--- config.mk ---
export PLATFORM = sky130hd
export DESIGN_NAME = hdmi_period_scheduler
export DESIGN_NICKNAME = d
export VERILOG_FILES = /design/src/rtl/hdmi_sched_pkg.sv /design/src/rtl/hdmi_period_scheduler.sv
export SDC_FILE = /design/constraint.sdc
export NUM_CORES = 1
export LEC_CHECK = 0
export CORE_MARGIN = 2
export CORE_UTILIZATION = 44
export DETAILED_ROUTE_END_ITERATION = 12
export PLACE_DENSITY = 0.74
export SLEW_MARGIN = 20
export SYNTH_ARGS = -nofsm -noshare
export SYNTH_HDL_FRONTEND = slang
export SYNTH_SLANG_ARGS = --single-unit
export TNS_END_PERCENT = 20
--- constraint.sdc ---
create_clock -name clk_pixel -period 1.9 [get_ports clk_pixel]
set_input_delay 0.19 -clock clk_pixel [delete_from_list [all_inputs] [get_ports clk_pixel]]
set_output_delay 0.19 -clock clk_pixel [all_outputs]
set_load 0.02 [all_outputs]
--- src/rtl/hdmi_sched_pkg.sv ---
// Shared encodings and period lengths for the HDMI period scheduler.
package hdmi_sched_pkg;

    localparam int unsigned PRE_LEN      = 8;
    localparam int unsigned GB_LEN       = 2;
    localparam int unsigned PKT_LEN      = 32;
    localparam int unsigned CTRL_CNT_MAX = 63;

    localparam logic [2:0] MODE_CTRL  = 3'd0;
    localparam logic [2:0] MODE_VIDEO = 3'd1;
    localparam logic [2:0] MODE_VGB   = 3'd2;
    localparam logic [2:0] MODE_DATA  = 3'd3;
    localparam logic [2:0] MODE_DGB   = 3'd4;

    localparam logic [3:0] CTL_NONE = 4'b0000;
    localparam logic [3:0] CTL_VPRE = 4'b0001;
    localparam logic [3:0] CTL_DPRE = 4'b0101;

    typedef enum logic [2:0] {
        ST_CTRL,
        ST_VPRE,
        ST_VGB,
        ST_VIDEO,
        ST_DPRE,
        ST_DGB_LEAD,
        ST_DATA,
        ST_DGB_TRAIL
    } state_t;

    // Registered channel-control payload presented to the TMDS encoders.
    typedef struct packed {
        logic [2:0] mode;
        logic [3:0] ctl;
        logic       take;
        logic [4:0] idx;
    } sched_out_t;

endpackage

--- src/rtl/hdmi_period_scheduler.sv ---
// Schedules HDMI control, video-preamble and data-island periods on the pixel clock.
// Define HDMI_SCHED_MULTI_PACKET_EN to allow back-to-back packets within one data island.
module hdmi_period_scheduler
    import hdmi_sched_pkg::*;
#(
    parameter int unsigned MAX_PACKETS = 18,
    parameter int unsigned MIN_CTRL    = 12
) (
    input  logic        clk_pixel,
    input  logic        reset,
    input  logic        de_in,
    input  logic [11:0] blank_left,
    input  logic        packet_pending,
    output logic [2:0]  mode,
    output logic [3:0]  ctl,
    output logic        packet_take,
    output logic [4:0]  packet_idx,
    output logic        sched_err
);

`ifdef HDMI_SCHED_MULTI_PACKET_EN
    localparam bit MULTI_EN = 1'b1;
`else
    localparam bit MULTI_EN = 1'b0;
`endif

    // Preamble must start exactly preamble+guard cycles ahead of the first active pixel.
    localparam logic [11:0] VPRE_AT      = 12'(PRE_LEN + GB_LEN);
    localparam logic [11:0] ISLAND_ROOM  = 12'(44 + MIN_CTRL + 10);
    localparam logic [11:0] PACKET_ROOM  = 12'(34 + MIN_CTRL + 10);
    localparam logic [5:0]  MIN_CTRL_CNT = 6'(MIN_CTRL);

    state_t     state_q, state_d;
    logic [4:0] ph_q, ph_d;
    logic [5:0] ctrl_q, ctrl_d;
    logic [4:0] sent_q, sent_d;
    logic       err_q, err_d;
    sched_out_t out_q, out_d;
    logic       island_ok_c;
    logic       more_ok_c;

    assign island_ok_c = packet_pending && (ctrl_q >= MIN_CTRL_CNT) && (blank_left >= ISLAND_ROOM);
    assign more_ok_c   = MULTI_EN && packet_pending && (32'(sent_q) < MAX_PACKETS)
                         && (blank_left >= PACKET_ROOM);

    always_ff @(posedge clk_pixel) begin
        if (reset) begin
            state_q <= ST_CTRL;
            ph_q    <= '0;
            ctrl_q  <= '0;
            sent_q  <= '0;
            err_q   <= 1'b0;
            out_q   <= '0;
        end else begin
            state_q <= state_d;
            ph_q    <= ph_d;
            ctrl_q  <= ctrl_d;
            sent_q  <= sent_d;
            err_q   <= err_d;
            out_q   <= out_d;
        end
    end

    always_comb begin
        state_d    = state_q;
        ph_d       = ph_q + 5'd1;
        ctrl_d     = '0;
        sent_d     = sent_q;
        err_d      = err_q;
        out_d      = '0;
        out_d.ctl  = CTL_NONE;

        unique case (state_q)
            ST_CTRL: begin
                ctrl_d = (ctrl_q == 6'(CTRL_CNT_MAX)) ? ctrl_q : ctrl_q + 6'd1;
                if (blank_left == VPRE_AT) begin
                    state_d = ST_VPRE;
                    ph_d    = '0;
                    ctrl_d  = '0;
                end else if (island_ok_c) begin
                    state_d = ST_DPRE;
                    ph_d    = '0;
                    ctrl_d  = '0;
                    sent_d  = '0;
                end
            end
            ST_VPRE: begin
                if (ph_q == 5'(PRE_LEN - 1)) begin
                    state_d = ST_VGB;
                    ph_d    = '0;
                end
            end
            ST_VGB: begin
                if (ph_q == 5'(GB_LEN - 1)) state_d = ST_VIDEO;
            end
            ST_VIDEO: begin
                if (!de_in) state_d = ST_CTRL;
            end
            ST_DPRE: begin
                if (ph_q == 5'(PRE_LEN - 1)) begin
                    state_d = ST_DGB_LEAD;
                    ph_d    = '0;
                end
            end
            ST_DGB_LEAD: begin
                if (ph_q == 5'(GB_LEN - 1)) begin
                    state_d    = ST_DATA;
                    ph_d       = '0;
                    out_d.take = 1'b1;
                    sent_d     = sent_q + 5'd1;
                end
            end
            ST_DATA: begin
                if (ph_q == 5'(PKT_LEN - 1)) begin
                    ph_d = '0;
                    if (more_ok_c) begin
                        out_d.take = 1'b1;
                        sent_d     = sent_q + 5'd1;
                    end else begin
                        state_d = ST_DGB_TRAIL;
                    end
                end
            end
            ST_DGB_TRAIL: begin
                if (ph_q == 5'(GB_LEN - 1)) state_d = ST_CTRL;
            end
        endcase

        // Active video arriving outside the video path aborts whatever period is running.
        if (de_in && (state_q != ST_VGB) && (state_q != ST_VIDEO)) begin
            state_d    = ST_VIDEO;
            err_d      = 1'b1;
            out_d.take = 1'b0;
            sent_d     = sent_q;
            ctrl_d     = '0;
        end

        unique case (state_d)
            ST_CTRL:      out_d.mode = MODE_CTRL;
            ST_VPRE:      begin out_d.mode = MODE_CTRL; out_d.ctl = CTL_VPRE; end
            ST_VGB:       out_d.mode = MODE_VGB;
            ST_VIDEO:     out_d.mode = MODE_VIDEO;
            ST_DPRE:      begin out_d.mode = MODE_CTRL; out_d.ctl = CTL_DPRE; end
            ST_DGB_LEAD:  out_d.mode = MODE_DGB;
            ST_DATA:      begin out_d.mode = MODE_DATA; out_d.idx = ph_d; end
            ST_DGB_TRAIL: out_d.mode = MODE_DGB;
        endcase
    end

    assign mode        = out_q.mode;
    assign ctl         = out_q.ctl;
    assign packet_take = out_q.take;
    assign packet_idx  = out_q.idx;
    assign sched_err   = err_q;

endmodule
==> impl_metrics.toml, run 1 <==
[outcome]
outcome = "complete, no violations"

[die]
num_rows = 19
core_um2 = 2758
start_util_pct = 46.60
boundaryPins = 30
die-area_um2 = 3369
die_w_um = 58.04
die-height_um = 58.04

[sta]
fin_crit_sh_pct = 96.90
rsz0062_at_grt = "yes"
skew_ps = 2.890
setup_viol = 0
drv_slew = 0
fmax_ghz = 0.5432
final.min_clock_period_ps = 1841
hold_viol = 0

[cells_and_area]
area.growth.synth_to_final_pct = 35.35
post-route-util_pct = 63.07
multi_input_area_um2 = 719.4
drive_above_1_share_pct = 19.55
nets = 201
antennaDiodeCount = 0
fillers = 242
layout.area.seq_um2 = 523.0
stdcell_area_um2 = 1739

[clock_tree]
hold_buffers = 0
clock_sinks = 26
cts_inserted_buffers = 3
insertion_delay_ps = 320
cts_buffer_depth = 2
cts_max_level = 1
path_clk_slew_ps = 140
root_buffer = "clkbuf_4"
cts_tree = "built"

[drt]
wl_per_cell_um = 13.90
vias = 1157
drc_errors = 0
wirelength_mm = 2.918
via_per_inst = 5.510
initialDrtViolationCount = 35
drt-pass1-iter-count = 4
postRouteAntennaNets = 0

[critical_path]
crit_path_max_incr_delay_ps = 370
r2r.worst_path.cells = 9
worstReg2RegStart = "ph_q[1]"
path_cells = "inv_1 -> ha_1 -> nor4b_4 -> buf_4 -> a31oi_1 -> nand4_1 -> nor3_4 -> o21ai_2 -> nor3_2"
cp_max_fo = 6
crit_path_end_kind = "register"
required_ps = 2160
cp-endpoint = "packet_idx[2]"
setup.worst_path.class = "register to register"
regToRegSetupSlack_ps = 60
crit_start = "ph_q[1]"
cp_top_family = "simple AND/OR/NAND/NOR gates"
slowest_stage = "dfxtp_2"
start_kind = "register"
cp_num_cells = 9
critical_path_buf_inv_count = 2
r2r_end = "packet_idx[2]"
crit_arrival_ps = 2100

[yosys]
synth.ff_latch_count = 26
synth_enable_flop_cells = 0
synth.distinct_cells = 45
ys_warn_count = 0
async_flop_share_pct = 0
ys.flop_type = "dfxtp_1"
synth_area_um2 = 1285
synthCells = 139
synth.avg_cell_area_um2 = 9.244
ys_seq_area_share_pct = 40.51

[min_path]
min_path_type = "register to register"
hold_path_depth = 1

[placement]
dpl_cell_area_um2 = 1664
dp_hpwl_mm = 2.255
globalplace.congestion = 0.9207
io_buffers = 27

[grt]
overflow = 0
grt_pass1_wl_mm = 5.009
grt_max_degree = 16
grt_usage_pct = 19.18
grt_pass1_vias = 1139
antenna_found_initial = 0

[pwr]
p_per_area_nw_per_um2 = 677.0
peakVddDrop_mv = 0.4935
leakage_uw = 0.0006499

[job]
drv_cap = 0
==> flip-flops by register name (all words and copies together) (netlist names) <==
| name | cells |
|---|---|
| packet_idx | 5 |
| packet_take | 1 |
| ctrl_q | 6 |
| sched_err | 1 |
| state_q | 3 |
| ctl | 2 |
| mode | 3 |
| ph_q | 5 |
==> worst min path at each step <==
stage	start	slack, ps	endpoint
2_1_floorplan	de_in	330	sched_err
3_3_place_gp	sched_err	470	sched_err
3_5_place_dp	sched_err	470	sched_err
4_1_cts	reset	510	state_q[1]
5_1_grt	ph_q[0]	500	ph_q[0]
6_report	ph_q[0]	460	ph_q[0]
==> layout make-up <==
cell class                 instances  share of cell area [%]
clock buffer                       3                   1.295
clock inverter                     1                   1.727
inverter                           6                   1.295
multi-input combinational        101                   41.37
sequential                        26                   30.07
tap                               31                   2.230
timing repair buffer              42                   22.01
==> synth_stat cells (2+ instances only) <==
| master | count | area (µm²) |
|---|---|---|
| a21oi_1 | 7 | 35.03 |
| or3_1 | 3 | 18.77 |
| o21ai_1 | 2 | 10.01 |
| nor2_1 | 15 | 56.30 |
| nor4_1 | 3 | 18.77 |
| buf_4 | 2 | 15.01 |
| nand2_1 | 4 | 15.01 |
| nand2b_1 | 3 | 18.77 |
| nand4_1 | 6 | 37.54 |
| o31ai_1 | 2 | 15.01 |
| dfxtp_1 | 26 | 520.5 |
| xnor2_1 | 4 | 35.03 |
| nor3_2 | 3 | 30.03 |
| and3_1 | 2 | 12.51 |
| nand3b_1 | 2 | 15.01 |
| nand3_1 | 5 | 25.02 |
| xor2_1 | 2 | 17.52 |
| ha_1 | 5 | 62.56 |
| a31oi_1 | 2 | 12.51 |
| nor3_1 | 7 | 35.03 |
| inv_1 | 6 | 22.52 |
| o211ai_1 | 2 | 15.01 |
| buf_2 | 4 | 20.02 |
==> metal layers <==
metal / up-vias / track usage (%) / wire length [µm]
li1: 583 / - / -
met1: 539 / 24.86 / 1370
met2: 30 / 31.82 / 1363
met3: 5 / 3.348 / 143
met4: 0 / 7.309 / 40
met5: - / 0 / 0
==> repair_timing <==
action,CTS,global route
pin swaps,0,1
endpoints found under the setup margin,5,13
hold endpoints to repair,0,0
resized for setup,0,5
cloned,0,0
buffers inserted,1,0
==> stage by stage <==
step           setup TNS, ps  hold slack [ps]  setup slack [ps]  cells  power [µW]
3_5_place_dp           -2076            469.8            -203.0    205       800.4
6_report                   0            464.4             58.91    210        1177
5_1_grt               -384.7            496.1            -80.76    210        1237
3_3_place_gp          -827.5            466.2            -124.2    205       793.8
2_1_floorplan              0            330.7             105.8    140       715.0
4_1_cts                    0            505.0             6.056    210        1183
==> placed cells by master, fill, tap and decap left out, types with 4 or more instances in the layout <==
master           synthesis  layout
nor2_1                  15      15
buf_4                    2      15
clkdlybuf4s50_1          0      27
inv_1                    6       6
nand4_1                  6       6
nand2_1                  4       4
a21oi_1                  7       7
nand3_1                  5       4
xnor2_1                  4       4
nor3_1                   7       7
dfxtp_1                 26      24
ha_1                     5       4
==> logic make-up after synthesis <==
family | share of synthesized area, %
and+or+nand+nor | 30.19
buffers and inverters | 4.770
adders and majority gates | 4.869
AOI/OAI and AO/OA | 14.51
other | 0.2918
muxes | 0.7790
xor gates and xnor gates | 4.090
DFF | 40.51
==> power by group <==
group | switching [µW] | total [µW] | internal [µW]
Clock | 167 | 380 | 213
Sequential | 16.1 | 582 | 566
Combinational | 110 | 216 | 106
No activity file was read; power rests on OpenSTA's default activity.
==> run 2: changes to the inputs <==
ABC_AREA = 1   (was not set)
PLACE_DENSITY = not set   (was 0.74)
PLACE_DENSITY_LB_ADDON = 0.05   (was not set)
SETUP_SLACK_MARGIN = 0.3   (was not set)
==> run 2 against run 1 <==
Compared with the run above:
- the run now ends with DRC left
- critical path depth rose by 4
- sequential power rose by 7.9%
- register-to-register slack improved by 140 ps
- critical path type unchanged
==> impl_metrics.toml, run 2 <==
[outcome]
outcome = "complete, but fails checks"
violations = "DRC"

[drt]
wirelength_mm = 3.157
wl_per_cell_um = 11.87
via_per_inst = 4.947
initialDrtViolationCount = 52
vias = 1316
drc_errors = 2
drt-pass1-iter-count = 8
postRouteAntennaNets = 0

[grt]
grt_pass1_vias = 1213
antenna_found_initial = 0
grt_max_degree = 14
overflow = 0
grt_pass1_wl_mm = 5.237
grt_usage_pct = 19.71

[clock_tree]
cts_tree = "built"
hold_buffers = 0
insertion_delay_ps = 320
clock_sinks = 26
root_buffer = "clkbuf_4"
cts_inserted_buffers = 3
path_clk_slew_ps = 140
cts_buffer_depth = 2
cts_max_level = 1

[sta]
setup_viol = 0
final.min_clock_period_ps = 1697
fin_tns_setup_ps = 0
fin_crit_sh_pct = 89.31
rsz0062_at_grt = "yes"
holdWs_ps = 497.2
fmax_ghz = 0.5893
drv_slew = 0
finalWorstSetupSlack_ps = 203.1
skew_ps = 9.165
hold_viol = 0

[placement]
dp_hpwl_mm = 2.227
dpl_worst_slack_ps = 124.5
globalplace.congestion = 0.8474
dp.cells = 255
io_buffers = 27

[die]
core_um2 = 2805
boundaryPins = 30
die_w_um = 58.83
num_rows = 19
die-height_um = 58.83
start_util_pct = 47.15
die-area_um2 = 3460

[cells_and_area]
largest-register = "ctrl_q"
nets = 258
fillers = 262
largest_register_ffs = 6
final_cells = 266
multi_input_area_um2 = 726.9
drive_above_1_share_pct = 16.60
antennaDiodeCount = 0
layout.area.seq_um2 = 528.0
final_cell_mix = "nor2_1, nand2_1, inv_1, clkdlybuf4s50_1, dfxtp_1"
area.growth.synth_to_final_pct = 35.00

[critical_path]
crit_path_end_kind = "register"
start_kind = "register"
required_ps = 2120
r2r_end = "ctl[0]"
setup.worst_path.class = "register to register"
cp_max_fo = 3
regToRegSetupSlack_ps = 200
r2r.worst_path.cells = 13
worstReg2RegStart = "ph_q[0]"
crit_arrival_ps = 1910

[pwr]
p_per_area_nw_per_um2 = 735.3
peakVddDrop_mv = 0.5751
fin_total_pwr_uw = 1313
leakage_uw = 0.0008142

[yosys]
async_flop_share_pct = 0
ys.flop_type = "dfxtp_1"
synthTopCellsByCount = "nor2_1, nand2_1, inv_1, dfxtp_1, nand3_1"
synth_enable_flop_cells = 0
ys_warn_count = 0
synth_area_um2 = 1323
synth.avg_cell_area_um2 = 6.679
synth.ff_latch_count = 26
ys_seq_area_share_pct = 39.36
synth.distinct_cells = 24
yosys.area.top_type = "dfxtp_1"
synthTopCellsByArea = "dfxtp_1, nor2_1, nand2_1"
synthCells = 198
synth_top_cell_area_share_pct = 39.36
synth.most_common_cell = "nor2_1"

[min_path]
hp-start = "sched_err"
min_path_type = "register to register"
hold_path_depth = 2
whs_endpoint = "sched_err"

[job]
drv_cap = 0
## run 2: cell count changes in the layout (fill, tap and decap cells not counted), moves of 3 or more
cell      previous run  this run
nor2_1              15        38
nand3_1              4        14
nand2_2              0         4
nor2_2               1         8
nor3_1               7         2
inv_1                6        27
nand2b_1             3         0
inv_2                0         3
nand2_1              4        38
buf_4               15         9
xnor2_1              4         0
or3_1                3         0
nand4_1              6         3
## run 2: metrics by stage
stage | utilization [%] | instance area (µm²)
3_5_place_dp | 57.67 | 1618
6_report | 63.65 | 1785
3_3_place_gp | 57.67 | 1618
4_1_cts | 62.00 | 1739
5_1_grt | 63.65 | 1785
2_1_floorplan | - | 1326
## run 2: what timing repair did
action                     CTS  global route
pin swaps                    9             6
buffers inserted             7             1
resized for setup           13            13
setup endpoints to repair   10            20
## run 2: cell type report
| type | instances | area share, % |
|---|---|---|
| inverters | 32 | 6.727 |
| clock buffers | 3 | 1.261 |
| multi-input cells | 137 | 40.71 |
| flip-flops and latches | 26 | 29.57 |
| well taps | 31 | 2.172 |
| repair buffers | 37 | 19.55 |
## run 2: cell families (layout without fill, tap and decap cells)
group           count (synthesis)  in the layout  share of synthesized area (%)
simple gates                  114            114                          36.71
buf+inv                        36             72                          11.54
flops                          26             26                          39.36
compound gates                 12             12                          4.636
fa+ha+maj                       5              5                          4.730
xor+xnor                        3              3                          1.987
other cells                     1              2                         0.2835
mux                             1              1                         0.7569
## run 2: worst max path at each step
stage	start	endpoint	slack [ps]	cells after the start
floorplan	ph_q[0]	packet_idx[0]	330	13
global placement	ph_q[0]	packet_idx[4]	130	13
detailed placement	ph_q[0]	packet_idx[2]	120	13
CTS	ph_q[0]	packet_idx[2]	170	14
global route	ph_q[1]	packet_idx[3]	70	13
finish	ph_q[0]	ctl[0]	200	13
## run 2: metal layers
layer  vias up  routed length (µm)  global-route usage [%]
met5         -                   0                       0
met4         0                  53                   6.494
met3         8                 154                   2.198
met2        39                1610                   35.56
met1       592                1339                   24.18
li1        677                   -                       -
## run 2: power breakdown
part | internal (µW) | switching, µW
combinational | 198 | 254
sequential | 589 | 38.8
clock | 74.2 | 159
## run 2: critical path, cell delays in order, from the launching register on
cell	delay [ps]
dfxtp_4	390
ha_4	170
nand2_4	70
nor2_1	40
ha_2	170
nand3_1	70
nand2_1	60
nor2_1	80
nand2_1	80
nor2_2	130
nand2_2	90
buf_4	140
nand2_2	50
a21oi_1	60
==> run 3: changes to the inputs <==
CORE_MARGIN = not set   (was 2)
==> run 3 against run 2 <==
Compared with the run above:
- the run still ends with DRC left
- largest power group unchanged
- combinational power is 5.1% lower
- register-to-register slack hardly changed
- maximum frequency is 0.18% higher
- via count is 2.3% lower
- flip-flop and latch count stayed put
- hold slack worse by 5.9 ps
- critical endpoint is now packet_idx[3]
- first-iteration DRC count is 38% higher
- sequential power hardly changed
- clock skew is 2.0 ps lower
==> impl_metrics.toml, run 3 (synthesis results as in run 2) <==
[outcome]
outcome = "complete, but fails checks"
violations = "DRC"

[drt]
initialDrtViolationCount = 72
via_per_inst = 4.816
drt-pass1-iter-count = 8
vias = 1286
postRouteAntennaNets = 0
wl_per_cell_um = 11.04
drc_errors = 4
wirelength_mm = 2.947

[cells_and_area]
antennaDiodeCount = 0
drive_above_1_share_pct = 16.53
multi_input_area_um2 = 710.7
stdcell_area_um2 = 1797
nets = 258
area.growth.synth_to_final_pct = 35.86
largest-register = "ctrl_q"
final_common_cell = "nor2_1"
final_cell_mix = "nor2_1, nand2_1, inv_1, clkdlybuf4s50_1, dfxtp_1"
fillers = 264
largest_register_ffs = 6
layout.area.seq_um2 = 525.5

[die]
die-area_um2 = 3229
die_w_um = 56.83
start_util_pct = 47.15
boundaryPins = 30
core_um2 = 2805
die-height_um = 56.83
num_rows = 19

[sta]
drv_slew = 0
setup_viol = 0
rsz0062_at_grt = "yes"
fin_tns_setup_ps = 0
skew_ps = 7.174
hold_viol = 0
final.min_clock_period_ps = 1694
fmax_ghz = 0.5904
fin_crit_sh_pct = 89.15

[critical_path]
start_kind = "register"
setup.worst_path.class = "register to register"
regToRegSetupSlack_ps = 210
crit_path_end_kind = "register"
cp_max_fo = 5
required_ps = 2180
crit_arrival_ps = 1970

[clock_tree]
insertion_delay_ps = 330
cts_max_level = 1
cts_inserted_buffers = 3
path_clk_slew_ps = 130
cts_tree = "built"
root_buffer = "clkbuf_4"
clock_sinks = 26
cts_buffer_depth = 2

[placement]
dp_hpwl_mm = 2.131
globalplace.congestion = 0.8441
dpl_cell_area_um2 = 1618
io_buffers = 27

[pwr]
clockPowerShare_pct = 26.7
p_switching_uw = 446.6
combPwrFrac_pct = 29.8
peakVddDrop_mv = 0.4653
seq_power_share_pct = 43.5
switching_share_pct = 31.07
leakage_uw = 0.0008187
p_per_area_nw_per_um2 = 799.9
intPower_uw = 990.7

[grt]
overflow = 0
grt_pass1_wl_mm = 5.126
grt_usage_pct = 20.20
grt_pass1_vias = 1269
grt_max_degree = 16
antenna_found_initial = 0

[min_path]
min_path_type = "register to register"

[job]
drv_cap = 0
## run 3: power by group through the flow
| stage | sequential [µW] | combinational [µW] | clock (µW) |
|---|---|---|---|
| finish | 625 | 429 | 383 |
| global route | 630 | 478 | 402 |
| CTS | 622 | 420 | 394 |
| detailed placement | 629 | 349 | 0 |
| global placement | 629 | 349 | 0 |
| floorplan | 643 | 228 | 0 |
## run 3: cell type report
| type | instances | share of cell area [%] |
|---|---|---|
| Multi-Input combinational cell | 137 | 39.55 |
| Sequential cell | 26 | 29.25 |
| Timing Repair Buffer | 37 | 19.43 |
| Inverter | 32 | 6.685 |
| Tap cell | 31 | 2.159 |
| Clock inverter | 1 | 1.671 |
| Clock buffer | 3 | 1.253 |
## run 3: final timing paths
path / start / to / cells past startpoint
worst max-delay path: ph_q[1] / packet_idx[3] / 13
worst min-delay path: sched_err / sched_err / 2
worst max register to register: ph_q[1] / packet_idx[3] / 13
worst min register to register: sched_err / sched_err / 2
## run 3: per-stage QoR
stage / setup slack (ps) / hold slack, ps / util (%) / cells / total power (µW)
after detailed placement: 142.7 / 458.2 / 57.67 / 255 / 978.4
after global routing: 123.2 / 518.2 / 64.05 / 267 / 1510
after CTS: 172.8 / 500.1 / 63.07 / 267 / 1436
after floorplan: 330.3 / 414.0 / - / 199 / 870.9
final: 206.2 / 491.3 / 64.05 / 267 / 1437
after global placement: 133.5 / 452.6 / 57.67 / 255 / 977.9
## run 3: critical path: stages (launching register included)
cell and delay, ps:
dfxtp_4 390, ha_4 160, nand2_2 70, nor2_1 50, ha_2 180, nand3_2 70
nand2_1 50, nor2_1 80, nand2_1 70, nor2_2 120, nand2_2 100, nor2_4 120
nand2_4 90, nor2_2 100
## run 3: timing repair
item	in CTS	in global routing
setup endpoints to repair	10	16
gates resized for setup	10	12
pin swaps	10	9
hold endpoints to repair	0	0
setup buffers	8	0
hold buffers	0	0
## run 3: metal layers
layer | track usage, % | part of all wire (%) | vias to the layer above
li1 | - | - | 678
met1 | 22.87 | 44 | 570
met2 | 35.88 | 50 | 32
met3 | 5.991 | 4.6 | 6
met4 | 6.969 | 1.4 | 0
met5 | 0 | 0 | -
